**config.mk**
```make
export PLATFORM = sky130hd
export DESIGN_NAME = sat_counter
export DESIGN_NICKNAME = d
export VERILOG_FILES = /design/src/rtl/sat_counter.sv
export SDC_FILE = /design/constraint.sdc
export NUM_CORES = 1
export LEC_CHECK = 0
export ABC_CLOCK_PERIOD_IN_PS = 1800
export BUFFER_PORTS_ARGS = -buffer_cell sky130_fd_sc_hd__buf_2
export CAP_MARGIN = 25
export CORE_UTILIZATION = 50
export CTS_CLUSTER_DIAMETER = 30
export DETAILED_ROUTE_END_ITERATION = 10
export GPL_TIMING_DRIVEN = 1
export HOLD_SLACK_MARGIN = 0.08
export PLACE_DENSITY = 0.75
export SETUP_SLACK_MARGIN = 0.4
export SLEW_MARGIN = 20
export SYNTH_ARGS = -nofsm -noshare
export SYNTH_HDL_FRONTEND = slang
export SYNTH_SLANG_ARGS = --single-unit
```
**constraint.sdc**
```tcl
create_clock -name clk -period 1.8 [get_ports clk]
set_input_delay 0.18 -clock clk [delete_from_list [all_inputs] [get_ports clk]]
set_output_delay 0.18 -clock clk [all_outputs]
set_load 0.01 [all_outputs]
```
**src/rtl/sat_counter.sv**
```systemverilog
// Saturating up-counter used for the wrap and error statistics. It sticks at
// all-ones instead of rolling over, so a long error burst never reads as zero.
module sat_counter #(
    parameter int WIDTH = 16
) (
    input  logic             clk,
    input  logic             rst,
    input  logic             clr,
    input  logic             inc,
    output logic [WIDTH-1:0] count
);

    logic [WIDTH-1:0] r_count;
    logic             w_atMax;

    assign w_atMax = &r_count;
    assign count   = r_count;

    // Reset beats clear, clear beats increment; increments stop at all-ones.
    always_ff @(posedge clk) begin
        if (!rst) begin
            r_count <= '0;
        end else if (clr) begin
            r_count <= '0;
        end else if (inc && !w_atMax) begin
            r_count <= r_count + {{(WIDTH-1){1'b0}}, 1'b1};
        end
    end

endmodule

```
Word level (Yosys, flattened, before mapping). Index checks and enable logic that the tools add are counted.

ROM bits: 0. Memories kept: 0. Logic and storage cells: 7. Bits in writable memories: 0. Bits in registers: 16. Input port bits: 4. Output and inout bits: 16. Bits in latches: 0.

Divide/modulo/power cells: 0. Order comparisons: 0. Reductions and logical operators: 4. $mul: 0. Equality and inequality tests: 0. Shifts and indexed selects: 0. $add $sub $neg: 1. Bitwise logic cells: 1. Muxes and demuxes: 0.

Operator list (number): $add 16x1->16 const B (1); $reduce_and 16->1 (1); $reduce_or 2->1 (1); $logic_and 1x1->1 (1); $logic_not 1->1 (1); $not 1->1 (1).

Logic depth before layout (Yosys ltp). Gate-level depths: netlist of run 1.

Depth in word-level cells: 3. Depth in mapped cells: 6. Depth with buffers taken out: 5.

Worst setup path before layout of run 1. Ideal clock, no wire load.

Path kind: flip-flop to flip-flop. From: reg r_count[0], in the netlist count[0]. To: reg r_count[15], in the netlist count[15]. Arrival time: 1.569 ns. Stages on the path, launching flop included: 6. Clock period less this slack: 1.690 ns. Path buffers: 0. Data required time: 1.679 ns. Slack: 0.110 ns. Library setup time: 0.121 ns. Path through: dfxtp_1 > ha_1 > nand2_1 > or3_1 > nand4_1 > mux2_2.

Word-level cells in the longest chain between the ends: 3.

Ends and longest elaborated chain: from (decl) (line 13) `logic [WIDTH-1:0] r_count;`; from (signal assigned) (line 26) `r_count <= r_count + {{(WIDTH-1){1'b0}}, 1'b1};`; parallel branches: the longest is 3 deep, another holds $add 16x1->16.

Several ways; the timed one is not identified. A chain may end at the register's enable or synchronous reset.

Worst setup path after layout of run 1.
From: reg r_count[11], in the netlist count[11]. To: reg r_count[15], in the netlist count[15].

The elaborated chain is that of the path after synthesis.

==> results of run 1 <==
per-stage QoR:
stage	hold WS, ns	instances	setup WS (ns)
floorplan	0.4047	96	0.2534
global placement	0.4680	136	0.2565
detailed placement	0.4728	136	0.2252
CTS	0.2474	150	0.2691
global route	0.2730	159	0.07218
finish	0.2510	159	0.1462
power by group through the flow:
| stage | Sequential, uW | Combinational [uW] | Clock, uW |
|---|---|---|---|
| floorplan | 359 | 18.1 | 0 |
| global placement | 358 | 33.0 | 0 |
| detailed placement | 358 | 34.2 | 0 |
| CTS | 342 | 34.6 | 206 |
| global route | 340 | 43.8 | 217 |
| finish | 339 | 41.1 | 200 |
cells in the mapped netlist:
cell type	instances
nor2_1	4
buf_4	1
nand4_2	1
nand2_1	9
or4_1	3
mux2_2	1
nor2b_1	1
and3_1	1
or3_4	1
nor4_1	4
nor3_1	3
or3_2	1
o41ai_1	1
ha_1	1
o41ai_4	1
nand2b_1	2
a21oi_1	7
clkbuf_1	2
nand4_4	1
mux2i_1	1
and4_2	1
dfxtp_1	16
nand4_1	4
a21bo_2	1
xor2_1	1
nand3b_1	1
o311ai_0	1
o21ai_0	5
and2_1	2
or3_1	3
o31ai_1	3
inv_1	2
o31a_1	1
nand3_1	4
o2111ai_1	1
o21a_1	3
or4_2	1
final timing paths:
path              startpoint         to  slack [ns]  cells after the start
setup / recovery   count[11]  count[15]        0.15                      5
hold / removal           rst   count[6]        0.25                      4
setup reg to reg   count[11]  count[15]        0.15                      5
hold reg to reg     count[6]   count[6]        0.50                      2
per-layer routing:
| layer | GRT usage, % | vias up | wire, um |
|---|---|---|---|
| li1 | - | 467 | - |
| met1 | 28.35 | 485 | 1062 |
| met2 | 50.30 | 50 | 1471 |
| met3 | 7.917 | 10 | 218 |
| met4 | 10.63 | 0 | 76 |
| met5 | 0 | - | 0 |
final cells by class:
class	instances	area, sq um	area share, %
Timing Repair Buffer	46	297.8	22.37
Inverter	2	7.507	0.5639
Multi-Input combinational cell	75	606.8	45.58
Tap cell	16	20.02	1.504
Clock buffer	4	26.28	1.974
Sequential cell	16	372.9	28.01
kinds of logic (layout without fill, tap and decap cells):
logic type                 after synthesis  after routing
muxes                                    2              2
adders and majority gates                1              1
and+or+nand+nor                         47             47
buffers and inverters                    5             52
AOI/OAI and AO/OA                       24             24
DFF                                     16             16
xor gates and xnor gates                 1              1
worst max-delay path, delay by kind of cell (launching register included):
kind                   cells  cell delay (ns)
muxes                      1             0.30
and+or+nand+nor            3             0.67
DFF                        1             0.39
buffers and inverters      1             0.19
timing repair:
action,in CTS,in global routing
hold buffers,0,0
resized for setup,10,12
hold endpoints to repair,0,0
endpoints found under the setup margin,16,15
pin swaps,11,8
buffers inserted,10,9
==> flow_metrics.env, run 1 <==
export IMPL_rsz0062_at_grt="true"
export IMPL_p_per_area_nw_per_um2=435.8
export IMPL_rows=14
export IMPL_antenna_found_initial=0
export IMPL_synth_top_family_by_area="simple AND/OR/NAND/NOR gates"
export IMPL_ys_ff_latch=16
export IMPL_syn_area_per_cell_sq_um=8.902
export IMPL_h_tree_depth=1
export IMPL_start_util_pct=54.82
export IMPL_drt_iter0_markers=25
export IMPL_coreArea_sq_um=1559
export IMPL_drive_above_1_share_pct=60.84
export IMPL_finalHoldViolations=0
export IMPL_max_slew_worst_pin_slew_ns=0.3372
export IMPL_clock_path_buffers=2
export IMPL_total_power_uw=580.2
export IMPL_drt_total_wl_mm=2.829
export IMPL_dr_pass1_iters=4
export IMPL_synth_xor_area_share_pct=1.025
export IMPL_clk_insertion_delay_late_ns=0.29
export IMPL_crit_path_end_kind="flip-flop"
export IMPL_root_buffer="clkbuf_4"
export IMPL_power_switching_uw=139.4
export IMPL_num_fill_cells=87
export IMPL_max_stage_delay_ns=0.39
export IMPL_antenna_left=0
export IMPL_cts_tree="yes"
export IMPL_post_drt_wl_per_cell_um=17.79
export IMPL_grt_pass1_vias=867
export IMPL_comb_power_share_pct=7.1
export IMPL_dp_hpwl_mm=1.458
export IMPL_synth_top_cell_area_share_pct=37.48
export IMPL_dieArea_sq_um=1878
export IMPL_crit_path_top_delay_cell="dfxtp_4"
export IMPL_final_core_util_pct=85.39
export IMPL_synth_cell_types=37
export IMPL_worstPathRequired_ns=1.99
export IMPL_fmax_mhz=604.7
export IMPL_clock_sinks=16
export IMPL_nets=149
export IMPL_pwr_share_seq_pct=58.5
export IMPL_max_vdd_ir_drop_mv=0.4568
export IMPL_startpoint_type="flip-flop"
export IMPL_cap_violations=0
export IMPL_grt_usage_pct=27.05
export IMPL_dieWidth_um=43.34
export IMPL_synth_simple_area_share_pct=34.11
export IMPL_dpl_cell_area_sq_um=1082
export IMPL_yosysSeqAreaShare_pct=37.48
export IMPL_finalSetupTns_ns=0
export IMPL_yosysTopAreaCell="dfxtp_1"
export IMPL_status="finished, final reports clean"
export IMPL_synth_fa_ha_area_share_pct=1.464
export IMPL_synth_cells=96
export IMPL_ys_warn_count=0
export IMPL_hold_class="in2reg"
export IMPL_p_leak_uw=0.0005401
export IMPL_die_h_um=43.34
export IMPL_syn_nets=101
export IMPL_diodes=0
export IMPL_mostFrequentLayoutCell="buf_4"
export IMPL_synth_compound_area_share_pct=20.79
export IMPL_path_class="reg2reg"
export IMPL_clk_pin_slew_ns=0.10
export IMPL_setup_viol=0
export IMPL_period_needed_ns=1.654
export IMPL_p_int_uw=440.8
export IMPL_fin_skew_ns=0.009709
export IMPL_grt_pass1_wl_mm=3.677
export IMPL_synth_mux_area_share_pct=2.489
export IMPL_io_pins=20
export IMPL_period_share_pct=91.88
export IMPL_p_sw_share_pct=24.02
export IMPL_postLayoutCellArea_sq_um=1331
export IMPL_relSlewSlack_pct=77.52
export IMPL_synth_area_sq_um=854.6
export IMPL_slew_viol_final=0
export IMPL_cp_max_fo=6
export IMPL_place_port_buffers=19
export IMPL_synthTopCellsByArea="dfxtp_1 (37%), a21oi_1 (4.1%), nand2_1 (4.0%)"
export IMPL_worstPathArrival_ns=1.84
export IMPL_vias=1012
export IMPL_drc=0
export IMPL_gp_congestion=0.7772
export IMPL_cts_buffers_inserted=3
export IMPL_syn2layout_area_growth_pct=55.78
export IMPL_overflow=0
export IMPL_grt_max_degree=12
export IMPL_largest_reg_flops=16
export IMPL_vias_per_cell=6.365
export IMPL_final_cell_mix="buf_4 (27), buf_2 (19), dfxtp_4 (13)"
export IMPL_pwr_share_clk_pct=34.4
export IMPL_path_cells="nand4_4 -> nor4_1 -> buf_4 -> nand4_1 -> mux2_2"
(Power assumes the default switching activity.)
==> inputs of run 2 (changes only) <==
--- a/config.mk
+++ b/config.mk
@@ -8,12 +8,12 @@
 export ABC_CLOCK_PERIOD_IN_PS = 1800
 export BUFFER_PORTS_ARGS = -buffer_cell sky130_fd_sc_hd__buf_2
 export CAP_MARGIN = 25
-export CORE_UTILIZATION = 50
+export CORE_UTILIZATION = 51
 export CTS_CLUSTER_DIAMETER = 30
 export DETAILED_ROUTE_END_ITERATION = 10
 export GPL_TIMING_DRIVEN = 1
 export HOLD_SLACK_MARGIN = 0.08
-export PLACE_DENSITY = 0.75
+export PLACE_DENSITY = 0.76
 export SETUP_SLACK_MARGIN = 0.4
 export SLEW_MARGIN = 20
 export SYNTH_ARGS = -nofsm -noshare
==> flow_metrics.env, run 2 (synthesis results as in run 1) <==
export IMPL_hold_class="in2reg"
export IMPL_post_drt_wl_per_cell_um=17.96
export IMPL_syn2layout_area_growth_pct=62.08
export IMPL_vias_per_cell=6.131
export IMPL_start_util_pct=55.44
export IMPL_pre_cts_ws_ns=0.2412
export IMPL_coreArea_sq_um=1541
export IMPL_vias=981
export IMPL_clk_insertion_delay_late_ns=0.29
export IMPL_h_tree_depth=1
export IMPL_cap_violations=0
export IMPL_pwr_share_seq_pct=58.0
export IMPL_p_leak_uw=0.0005842
export IMPL_grt_pass1_vias=963
export IMPL_antenna_left=0
export IMPL_comb_power_share_pct=7.3
export IMPL_pwr_share_clk_pct=34.7
export IMPL_crit_family="simple AND/OR/NAND/NOR gates"
export IMPL_p_int_uw=445.0
export IMPL_max_slew_worst_pin_slew_ns=0.5857
export IMPL_grt_usage_pct=28.80
export IMPL_drc=0
export IMPL_max_stage_delay_ns=0.43
export IMPL_worst_r2r_path_depth=5
export IMPL_die_h_um=42.94
export IMPL_diodes=0
export IMPL_gp_congestion=0.7492
export IMPL_finalHoldViolations=0
export IMPL_cts_tree="yes"
export IMPL_relSlewSlack_pct=60.87
export IMPL_hp_start="clr"
export IMPL_setup_viol=0
export IMPL_worstPathArrival_ns=1.77
export IMPL_path_class="reg2reg"
export IMPL_num_fill_cells=78
export IMPL_drt_iter0_markers=28
export IMPL_largest_reg_flops=16
export IMPL_antenna_found_initial=0
export IMPL_dpl_cell_area_sq_um=1075
export IMPL_fin_cells=160
export IMPL_mostFrequentLayoutCell="buf_4"
export IMPL_status="finished, final reports clean"
export IMPL_power_switching_uw=146.7
export IMPL_final_cell_mix="buf_4 (28), buf_2 (19), dfxtp_4 (11)"
export IMPL_rsz0062_at_grt="true"
export IMPL_postLayoutCellArea_sq_um=1385
export IMPL_r2r_end="count[9]"
export IMPL_drt_total_wl_mm=2.874
export IMPL_r2r_start="count[0]"
export IMPL_io_pins=20
export IMPL_slew_viol_final=0
export IMPL_place_inst=135
export IMPL_crit_path_top_delay_cell="or3_4"
export IMPL_path_cells="nand3_2 -> or3_4 -> buf_4 -> o31ai_1 -> a21oi_2"
export IMPL_fin_skew_ns=0.001796
export IMPL_nets=150
export IMPL_finalSetupTns_ns=0
export IMPL_critPathBufInv=1
export IMPL_period_needed_ns=1.592
export IMPL_reg2reg_setup_slack_ns=0.21
export IMPL_holdPathStages=3
export IMPL_dp_hpwl_mm=1.472
export IMPL_root_buffer="clkbuf_4"
export IMPL_overflow=0
export IMPL_p_per_area_nw_per_um2=427.2
export IMPL_dr_pass1_iters=4
export IMPL_max_vdd_ir_drop_mv=0.4860
export IMPL_clock_sinks=16
export IMPL_drive_above_1_share_pct=63.89
export IMPL_grt_max_degree=12
export IMPL_fmax_mhz=628.2
export IMPL_startpoint_type="flip-flop"
export IMPL_cp_max_fo=5
export IMPL_rows=14
export IMPL_cts_hold_buf=0
export IMPL_period_share_pct=88.44
export IMPL_dieArea_sq_um=1843
export IMPL_clock_path_buffers=2
export IMPL_worst_slack_ns=0.2081
export IMPL_worstPathRequired_ns=1.98
export IMPL_clk_pin_slew_ns=0.10
export IMPL_crit_path_end_kind="flip-flop"
export IMPL_dieWidth_um=42.94
export IMPL_cts_buffers_inserted=3
export IMPL_whs_endpoint="count[8]"
export IMPL_p_sw_share_pct=24.80
export IMPL_place_port_buffers=19
export IMPL_grt_pass1_wl_mm=4.036
==> run 2: changes by cell type in the layout (fill, tap and decap cells not counted), sizes merged <==
cell	change
buf	+1
==> run 2: how the worst max path moves through the flow <==
stage               startpoint         to  cells past startpoint
floorplan             count[1]   count[5]                      6
global placement      count[0]   count[5]                      6
detailed placement    count[9]  count[15]                      4
CTS                   count[1]   count[9]                      4
global route          count[0]   count[0]                      6
finish                count[0]   count[9]                      5
==> run 2: layout make-up <==
type	count	area (sq um)	area share [%]
tap	16	20.02	1.445
timing repair buffer	47	305.3	22.04
multi-input combinational	75	658.1	47.52
clock buffer	4	26.28	1.897
inverter	2	7.507	0.5420
sequential	16	367.9	26.56
==> run 2: per-stage QoR <==
| stage | total power, uW | hold WS (ns) | util, % |
|---|---|---|---|
| CTS | 581.8 | 0.2203 | 81.33 |
| floorplan | 377.0 | 0.4047 | - |
| global placement | 391.5 | 0.4661 | 69.72 |
| global route | 611.0 | 0.2816 | 89.85 |
| finish | 591.8 | 0.2635 | 89.85 |
| detailed placement | 392.1 | 0.4705 | 69.72 |
==> run 2: timing repair <==
action                                  4_1_cts  5_1_grt
pin swaps                                    10        9
endpoints found under the setup margin       16       16
setup buffers                                16        5
resized for setup                            11       17
cloned                                        0        0
==> run 2: power groups by stage <==
stage / Sequential [uW] / Clock, uW / Combinational (uW)
final: 343 / 205 / 43.5
after floorplan: 359 / 0 / 18.1
after detailed placement: 358 / 0 / 33.7
after global routing: 344 / 220 / 47.2
after global placement: 358 / 0 / 33.2
after CTS: 344 / 203 / 34.8
==> run 2: worst reg2reg max path, stage by stage (launching register included) <==
cell and delay [ns]:
dfxtp_4 0.41, nand3_2 0.10, or3_4 0.43, buf_4 0.16, o31ai_1 0.30, a21oi_2 0.08
==> run 2: layer usage <==
layer | track usage [%] | wire [um] | share of wire, %
met5 | 0 | 0 | 0
met4 | 10.30 | 22 | 0.77
met3 | 3.830 | 108 | 3.8
met2 | 51.82 | 1529 | 53
met1 | 34.56 | 1214 | 42
==> inputs of run 3 (changes only) <==
--- a/config.mk
+++ b/config.mk
@@ -8,12 +8,13 @@
 export ABC_CLOCK_PERIOD_IN_PS = 1800
 export BUFFER_PORTS_ARGS = -buffer_cell sky130_fd_sc_hd__buf_2
 export CAP_MARGIN = 25
-export CORE_UTILIZATION = 51
+export CORE_UTILIZATION = 54
+export CTS_BUF_LIST = sky130_fd_sc_hd__clkbuf_8
 export CTS_CLUSTER_DIAMETER = 30
 export DETAILED_ROUTE_END_ITERATION = 10
 export GPL_TIMING_DRIVEN = 1
 export HOLD_SLACK_MARGIN = 0.08
-export PLACE_DENSITY = 0.76
+export PLACE_DENSITY = 0.8
 export SETUP_SLACK_MARGIN = 0.4
 export SLEW_MARGIN = 20
 export SYNTH_ARGS = -nofsm -noshare
==> flow_metrics.env, run 3 (synthesis results as in run 1) <==
export IMPL_postLayoutCellArea_sq_um=1300
export IMPL_clock_path_buffers=2
export IMPL_die_h_um=41.78
export IMPL_antenna_found_initial=0
export IMPL_drt_iter0_markers=152
export IMPL_rows=13
export IMPL_place_port_buffers=19
export IMPL_antenna_left=0
export IMPL_start_util_pct=61.81
export IMPL_period_needed_ns=1.681
export IMPL_grt_max_degree=12
export IMPL_dr_pass1_iters=4
export IMPL_vias=1113
export IMPL_max_slew_worst_pin_slew_ns=0.4617
export IMPL_worstPathRequired_ns=1.95
export IMPL_dieWidth_um=41.78
export IMPL_rsz0062_at_grt="true"
export IMPL_largest_reg_flops=16
export IMPL_mostFrequentLayoutCell="buf_2"
export IMPL_gp_congestion=0.7722
export IMPL_nets=140
export IMPL_path_class="reg2reg"
export IMPL_dp_hpwl_mm=1.453
export IMPL_period_share_pct=93.40
export IMPL_vias_per_cell=7.470
export IMPL_dpl_cell_area_sq_um=1059
export IMPL_fmax_mhz=594.8
export IMPL_total_power_uw=675.3
export IMPL_post_drt_wl_per_cell_um=23.44
export IMPL_clock_sinks=16
export IMPL_finalSetupTns_ns=0
export IMPL_final_core_util_pct=94.03
export IMPL_drc=0
export IMPL_overflow=0
export IMPL_final_cell_mix="buf_2 (19), buf_4 (16), dfxtp_4 (12)"
export IMPL_clk_insertion_delay_late_ns=0.26
export IMPL_clk_pin_slew_ns=0.07
export IMPL_startpoint_type="flip-flop"
export IMPL_finalHoldViolations=0
export IMPL_p_leak_uw=0.0005239
export IMPL_setup_viol=0
export IMPL_io_pins=20
export IMPL_root_buffer="clkbuf_8"
export IMPL_h_tree_depth=1
export IMPL_crit_path_end_kind="flip-flop"
export IMPL_max_vdd_ir_drop_mv=0.4528
export IMPL_cts_buffers_inserted=3
export IMPL_hold_class="in2reg"
export IMPL_syn2layout_area_growth_pct=52.12
export IMPL_grt_pass1_vias=839
export IMPL_cp_max_fo=8
export IMPL_coreArea_sq_um=1383
export IMPL_status="finished, final reports clean"
export IMPL_worstPathArrival_ns=1.83
export IMPL_fin_skew_ns=0.01205
export IMPL_relSlewSlack_pct=68.94
export IMPL_cts_tree="yes"
export IMPL_slew_viol_final=0
export IMPL_drive_above_1_share_pct=61.19
export IMPL_dieArea_sq_um=1746
export IMPL_drt_total_wl_mm=3.493
export IMPL_fin_cells=149
export IMPL_p_per_area_nw_per_um2=519.4
export IMPL_place_inst=132
export IMPL_grt_usage_pct=30.02
export IMPL_grt_pass1_wl_mm=4.036
export IMPL_cap_violations=0
export IMPL_diodes=0
run 3: cell types whose count changed in the layout (fill, tap and decap cells not counted), sizes merged:
cell / delta
buf: -10
clkbuf: -1
inv: +1
run 3: layout make-up:
| class | count | area (sq um) |
|---|---|---|
| sequential | 16 | 370.4 |
| timing repair buffer | 37 | 237.7 |
| multi-input combinational | 75 | 620.6 |
| inverter | 2 | 7.507 |
| clock buffer | 3 | 41.29 |
| clock inverter | 1 | 3.754 |
| tap | 15 | 18.77 |
| fill | 46 | 82.58 |
run 3: final timing paths:
| path | from | endpoint | slack, ns | depth (start not counted) |
|---|---|---|---|---|
| setup reg to reg | count[3] | count[0] | 0.12 | 5 |
| hold / removal | clr | count[5] | 0.34 | 4 |
| setup / recovery | count[3] | count[0] | 0.12 | 5 |
| hold reg to reg | count[11] | count[11] | 0.52 | 1 |
run 3: report_power, final:
part / switching [uW] / internal [uW]
logic: 27.6 / 20.7
registers: 2.36 / 338
clock network: 134 / 152
run 3: stage by stage:
step | hold slack, ns | setup slack, ns
after floorplan | 0.4047 | 0.2534
after global placement | 0.4660 | 0.1719
after detailed placement | 0.4789 | 0.1144
after CTS | 0.3062 | 0.2468
after global routing | 0.3545 | 0.09179
final | 0.3443 | 0.1189
run 3: timing repair:
action,CTS,global route
setup endpoints to repair,15,16
hold buffers,0,0
pin swaps,10,8
setup buffers,8,5
resized for setup,11,19
run 3: per-layer routing:
metal | track usage, % | vias to the layer above | routed length (um) | part of all wire (%)
met5 | 0 | - | 0 | 0
met4 | 12.90 | 0 | 252 | 7.2
met3 | 4.783 | 41 | 338 | 9.7
met2 | 48.44 | 114 | 1575 | 45
met1 | 39.35 | 507 | 1326 | 38
li1 | - | 451 | - | -
run 3: critical path: stages (launching register included):
cell and delay, ns:
dfxtp_4 0.41, nand4_4 0.17, o41ai_4 0.55, buf_6 0.21
xor2_1 0.17, nor2_1 0.06
